==> src/rtl/spi_slave_sync_pkg.sv <==
// Shared definitions for the oversampled SPI slave: mode encoding and helpers.
// A mode packs CPOL in bit 1 and CPHA in bit 0.
package spi_slave_sync_pkg;

  typedef enum logic [1:0] {
    SPI_MODE0 = 2'd0,
    SPI_MODE1 = 2'd1,
    SPI_MODE2 = 2'd2,
    SPI_MODE3 = 2'd3
  } spi_mode_e;

  function automatic spi_mode_e make_mode(input bit cpol, input bit cpha);
    return spi_mode_e'({cpol, cpha});
  endfunction

  function automatic bit mode_cpol(input spi_mode_e m);
    logic [1:0] v;
    v = m;
    return v[1];
  endfunction

  function automatic bit mode_cpha(input spi_mode_e m);
    logic [1:0] v;
    v = m;
    return v[0];
  endfunction

endpackage

==> src/rtl/spi_sync_edge.sv <==
// Multi-flop synchroniser with a history flop; level and edge strobes are
// all registered and aligned to the same clk cycle.
module spi_sync_edge #(
  parameter int SYNC_STAGES = 2
) (
  input  logic clk,
  input  logic reset_n,
  input  logic pin,
  output logic level,
  output logic rise,
  output logic fall
);

  logic [SYNC_STAGES-1:0] sync_q;
  logic                   hist_q;
  logic                   rise_q;
  logic                   fall_q;

  always_ff @(posedge clk or negedge reset_n) begin
    if (!reset_n) begin
      sync_q <= '0;
      hist_q <= 1'b0;
      rise_q <= 1'b0;
      fall_q <= 1'b0;
    end else begin
      sync_q <= {sync_q[SYNC_STAGES-2:0], pin};
      hist_q <= sync_q[SYNC_STAGES-1];
      rise_q <= sync_q[SYNC_STAGES-1] & ~hist_q;
      fall_q <= ~sync_q[SYNC_STAGES-1] & hist_q;
    end
  end

  assign level = hist_q;
  assign rise  = rise_q;
  assign fall  = fall_q;

endmodule

==> src/rtl/spi_slave_sync.sv <==
// SPI slave oversampled in the clk domain, all four modes, either bit order,
// valid/ready word streams with underrun and overrun strobes.
module spi_slave_sync
  import spi_slave_sync_pkg::*;
#(
  parameter int               WIDTH       = 8,
  parameter bit               CPOL        = 1'b0,
  parameter bit               CPHA        = 1'b1,
  parameter bit               SS          = 1'b0,
  parameter bit               LSB_FIRST   = 1'b0,
  parameter int               SYNC_STAGES = 2,
  parameter logic [WIDTH-1:0] TX_FILL     = '1
) (
  input  logic             clk,
  input  logic             reset_n,
  input  logic             ss,
  input  logic             sclk,
  input  logic             mosi,
  output logic             miso,
  input  logic [WIDTH-1:0] tx_data,
  input  logic             tx_valid,
  output logic             tx_ready,
  output logic [WIDTH-1:0] rx_data,
  output logic             rx_valid,
  input  logic             rx_ready,
  output logic             active,
  output logic             tx_underrun,
  output logic             rx_overrun,
  output logic             frame_end
);

  localparam int        BW           = $clog2(WIDTH);
  localparam spi_mode_e MODE         = make_mode(CPOL, CPHA);
  localparam bit        SAMPLE_TRAIL = mode_cpha(MODE);
  localparam bit        SCLK_IDLE    = mode_cpol(MODE);

  logic sel, sel_rise, sel_fall;
  logic sclk_away, lead_raw, trail_raw;
  logic mosi_s, mosi_rise, mosi_fall;

  // Pins are pre-inverted so the synchronised levels read "selected" and
  // "SCLK away from idle"; both then reset to the inactive state.
  spi_sync_edge #(.SYNC_STAGES(SYNC_STAGES)) u_ss (
    .clk     (clk),
    .reset_n (reset_n),
    .pin     (ss ^ SS),
    .level   (sel),
    .rise    (sel_rise),
    .fall    (sel_fall)
  );

  spi_sync_edge #(.SYNC_STAGES(SYNC_STAGES)) u_sclk (
    .clk     (clk),
    .reset_n (reset_n),
    .pin     (sclk ^ SCLK_IDLE),
    .level   (sclk_away),
    .rise    (lead_raw),
    .fall    (trail_raw)
  );

  spi_sync_edge #(.SYNC_STAGES(SYNC_STAGES)) u_mosi (
    .clk     (clk),
    .reset_n (reset_n),
    .pin     (mosi),
    .level   (mosi_s),
    .rise    (mosi_rise),
    .fall    (mosi_fall)
  );

  logic unused_sync;
  assign unused_sync = &{1'b0, sclk_away, mosi_rise, mosi_fall};

  logic             lead, trail, sample_edge, shift_edge;
  logic             load, shift, word_done, tx_fire;
  logic [BW-1:0]    bitcnt;
  logic [WIDTH-1:0] tx_buf, tx_shift, tx_next;
  logic [WIDTH-1:0] rx_shift, rx_next;
  logic             full;

  assign lead        = lead_raw & sel;
  assign trail       = trail_raw & sel;
  assign sample_edge = SAMPLE_TRAIL ? trail : lead;
  assign shift_edge  = SAMPLE_TRAIL ? lead : trail;
  assign load        = (shift_edge & (bitcnt == '0)) | (~SAMPLE_TRAIL & sel_rise);
  assign shift       = shift_edge & ~load;
  assign word_done   = sample_edge & (bitcnt == BW'(WIDTH - 1));
  assign tx_fire     = tx_valid & ~full;

  assign tx_ready  = ~full;
  assign active    = sel;
  assign frame_end = sel_fall;

  always_comb begin
    tx_next = tx_shift;
    if (load) begin
      tx_next = full ? tx_buf : TX_FILL;
    end else if (shift) begin
      tx_next = LSB_FIRST ? (tx_shift >> 1) : (tx_shift << 1);
    end
  end

  always_comb begin
    rx_next = LSB_FIRST ? {mosi_s, rx_shift[WIDTH-1:1]} : {rx_shift[WIDTH-2:0], mosi_s};
  end

  // TX side: a write arriving in the same cycle as a load that found the
  // buffer empty still lands, because the write assignment comes last.
  always_ff @(posedge clk or negedge reset_n) begin
    if (!reset_n) begin
      tx_buf      <= '0;
      full        <= 1'b0;
      tx_shift    <= '0;
      miso        <= 1'b0;
      tx_underrun <= 1'b0;
    end else begin
      tx_underrun <= 1'b0;
      if (load) begin
        full <= 1'b0;
        if (!full) begin
          tx_underrun <= 1'b1;
        end
      end
      if (tx_fire) begin
        tx_buf <= tx_data;
        full   <= 1'b1;
      end
      if (load || shift) begin
        tx_shift <= tx_next;
        miso     <= LSB_FIRST ? tx_next[0] : tx_next[WIDTH-1];
      end
    end
  end

  // RX side: a deselect clears the count and the partial word.
  always_ff @(posedge clk or negedge reset_n) begin
    if (!reset_n) begin
      bitcnt     <= '0;
      rx_shift   <= '0;
      rx_data    <= '0;
      rx_valid   <= 1'b0;
      rx_overrun <= 1'b0;
    end else begin
      rx_overrun <= 1'b0;
      if (!sel) begin
        bitcnt   <= '0;
        rx_shift <= '0;
      end else if (sample_edge) begin
        rx_shift <= rx_next;
        bitcnt   <= (bitcnt == BW'(WIDTH - 1)) ? '0 : bitcnt + 1'b1;
      end
      if (word_done) begin
        if (rx_valid && !rx_ready) begin
          rx_overrun <= 1'b1;
        end else begin
          rx_data  <= rx_next;
          rx_valid <= 1'b1;
        end
      end else if (rx_valid && rx_ready) begin
        rx_valid <= 1'b0;
      end
    end
  end

endmodule

==> config.mk <==
export PLATFORM = sky130hd
export DESIGN_NAME = spi_slave_sync
export DESIGN_NICKNAME = d
export VERILOG_FILES = /design/src/rtl/spi_slave_sync_pkg.sv /design/src/rtl/spi_sync_edge.sv /design/src/rtl/spi_slave_sync.sv
export SDC_FILE = /design/constraint.sdc
export NUM_CORES = 1
export LEC_CHECK = 0
export BUFFER_PORTS_ARGS = -buffer_cell sky130_fd_sc_hd__buf_2
export CAP_MARGIN = 20
export CORE_ASPECT_RATIO = 2
export CORE_UTILIZATION = 45
export DETAILED_ROUTE_END_ITERATION = 16
export GPL_TIMING_DRIVEN = 0
export PLACE_DENSITY = 0.65
export REMOVE_ABC_BUFFERS = 1
export SYNTH_ARGS = -nofsm -noshare
export SYNTH_HDL_FRONTEND = slang
export SYNTH_SLANG_ARGS = --single-unit
export TNS_END_PERCENT = 1
==> constraint.sdc <==
create_clock -name clk -period 2 [get_ports clk]
set_input_delay 0.3 -clock clk [delete_from_list [all_inputs] [get_ports clk]]
set_output_delay 0.3 -clock clk [all_outputs]
set_load 0.01 [all_outputs]
==> impl_metrics.toml <==
[power]
peakVddDrop_v = 0.0006002
p_int_mw = 1.628
netSwitchingFraction_pct = 25.54
cellLeakagePower_nw = 1.100
power.share.sequential_pct = 58.7
power.switching_mw = 0.5584
pwr-share-comb_pct = 16.8
power_density_nw_per_um2 = 954.8
power_frac_clock_pct = 24.6

[global_routing]
antenna_found_initial = 0
grt_pass1_wl_microns = 5250
grt_usage_pct = 15.12
overflow = 0
grt_pass1_vias = 1169
grt_max_degree = 51

[detailed_routing]
routedWlPerCell_microns = 13.06
drcViolationCount = 0
first_pass_iters = 4
wl_microns = 3016
first_iter_violations = 19
viasPerCell = 4.996
ant_nets = 0
dr_total_vias = 1154

[worst_hold_path]
hold_class = "primary input to flop"
min_to = "u_mosi.sync_q[0]$_DFF_PN0_"
whs_path_depth = 1
hold_start = "mosi"

[floorplanning]
fp.dieH_microns = 96.44
fp-row-count = 34
ios = 30
start_util_pct = 46.71
die_x_microns = 49.22
die-area_sq_um = 4747
core_sq_um = 4297

[final_layout]
n_antenna_cell = 0
multi_input_area_sq_um = 708.2
drive_gt1_share_pct = 31.07
n_fill_cell = 391
final_nets = 195
area_growth_pct = 14.09
regArea_sq_um = 1251

[synthesis]
ys_seq_area_share_pct = 62.34
synth-seq-cells = 50
synthTopCellsByCount = "dfrtp_1 (50), o21ai_0 (17), nor2b_1 (14), mux2i_1 (10), nand2_1 (10)"
synth_area_sq_um = 2007
yosys.cell_count.top_type = "dfrtp_1"
async_flop_share_pct = 100.0
yosysWarnings = 0
postSynthAreaPerCell_sq_um = 13.84
synth_edf_count = 0
ys_dominant_reg_cell = "dfrtp_1"
yosys.area.top_type = "dfrtp_1"
yosysUniqueCellTypes = 21
ys_top_cells_by_area = "dfrtp_1 (62%), mux2_4 (6.0%), mux2i_1 (5.0%), mux2_2 (4.5%), nor2b_1 (4.4%)"
synthCells = 145
synth_top_area_share_pct = 62.34

[sta]
worstMarginPinSlew_ns = 0.6514
rsz0062_at_grt = "no"
tns_ns = 0
slew_violations = 0
fmax_mhz = 589.4
setup_viol = 0
post-route-period-util_pct = 84.83
skew_ns = 0.004670
max_slew_margin_pct = 56.49
post-route-min-period_ns = 1.697
hold_viol = 0
whs_ns = 0.1031

[cts]
ctsHoldBuffers = 0
cts-htree-levels = 2
clk_root_buffer_cell = "clkbuf_8"
cts_setup_buffers = 0
cts_tree = "built"
clock_latency_ns = 0.30
clkTransAtPathRegs_ns = 0.08
cts_num_sinks = 50
clk_path_buf_depth = 2
numCtsBuffers = 5
post_cts_resized = 0

[critical_path]
crit_required_ns = 2.19
worstPathMaxFanout = 11
worstReg2RegStart = "bitcnt[2]$_DFFE_PN0P_"
r2r_cells = 4
path_class = "flop to flop"
start_kind = "flop"
rr_endpoint = "rx_data[7]$_DFFE_PN0P_"
reg2reg_slack_ns = 0.30
cp.arrival_ns = 1.88
end_kind = "flop"

[placement]
dp_hpwl_microns = 2154
place.gp.congestion = 0.7597
numPortBuffers = 29

[job]
drv_cap = 0

[status]
status = "completed"
## placed cells by master (no fill, tap or decap)
cell type and count:
o21ai_0 17, nand3_2 1, mux2_2 8, buf_2 29
mux2_4 8, nand4bb_1 7, nor2_1 2, nand2b_1 2
nand2b_4 1, clkbuf_1 2, nor2b_4 1, dlygate4sd3_1 1
ha_1 3, and2b_2 1, nand2_1 10, buf_12 1
clkbuf_8 5, inv_1 3, mux2i_1 10, nor2b_1 14
dfrtp_1 50, nor3_1 1
## metal layers
layer | share of wire [%] | GRT usage [%] | vias up | routed length (microns)
met2 | 55 | 27.74 | 30 | 1668
met1 | 38 | 15.07 | 564 | 1140
met5 | 0 | 0 | - | 0
met4 | 3.0 | 9.069 | 0 | 91
met3 | 3.8 | 3.756 | 7 | 115
li1 | - | - | 553 | -
## cell type report
cell class	count	area share, %
Inverter	3	0.4918
Timing Repair Buffer	31	7.650
Tap cell	54	2.951
Multi-Input combinational cell	86	30.93
Sequential cell	50	54.64
Clock buffer	7	3.333
## cells by family (layout without fill, tap and decap cells)
| logic type | count (synthesis) | in the layout | share of synthesized area [%] |
|---|---|---|---|
| muxes | 26 | 26 | 15.46 |
| and+or+nand+nor | 40 | 40 | 13.72 |
| adders and majority gates | 3 | 3 | 1.871 |
| buffers and inverters | 9 | 41 | 2.369 |
| DFF | 50 | 50 | 62.34 |
| AOI/OAI and AO/OA | 17 | 17 | 4.239 |
## sequential cells by signal, indices dropped and copies added (netlist names), 2 cells and up
| register | count |
|---|---|
| u_sclk.sync_q | 2 |
| rx_shift | 7 |
| tx_shift | 8 |
| rx_data | 8 |
| u_ss.sync_q | 2 |
| tx_buf | 8 |
| bitcnt | 3 |
| u_mosi.sync_q | 2 |
## metrics by stage
stage	cell area [sq um]	util (%)	worst slack, ns	std cells	power (mW)
final	2290	53.29	0.3034	231	2.186
after global routing	2290	53.29	0.1870	231	2.326
after CTS	2260	52.59	0.2795	229	2.221
after detailed placement	2183	50.82	0.2939	222	1.676
after global placement	2183	50.82	0.3202	222	1.647
after floorplan	1971	-	0.4808	139	1.546
## power by group through the flow
stage	registers, mW	logic (mW)	clock network [mW]
CTS	1.29	0.370	0.563
detailed placement	1.31	0.368	0
global route	1.31	0.413	0.603
global placement	1.30	0.349	0
finish	1.28	0.366	0.537
floorplan	1.28	0.270	0
## how the worst max path moves through the flow
stage / from / to / slack (ns) / cells past startpoint
floorplan: bitcnt[0]$_DFFE_PN0P_ / rx_data[0]$_DFFE_PN0P_ / 0.48 / 5
global placement: u_sclk.fall$_DFF_PN0_ / rx_data[7]$_DFFE_PN0P_ / 0.32 / 3
detailed placement: u_sclk.fall$_DFF_PN0_ / rx_data[7]$_DFFE_PN0P_ / 0.29 / 3
CTS: u_sclk.fall$_DFF_PN0_ / rx_data[7]$_DFFE_PN0P_ / 0.28 / 3
global route: bitcnt[2]$_DFFE_PN0P_ / rx_data[4]$_DFFE_PN0P_ / 0.19 / 4
finish: bitcnt[2]$_DFFE_PN0P_ / rx_data[7]$_DFFE_PN0P_ / 0.30 / 4
## critical path, stage by stage, from the launching register on
cell     delay (ns)
dfrtp_1        0.53
ha_1           0.25
nand3_2        0.13
nor2b_4        0.34
mux2_4         0.34
Note: power is estimated with default switching activity, not from simulation.
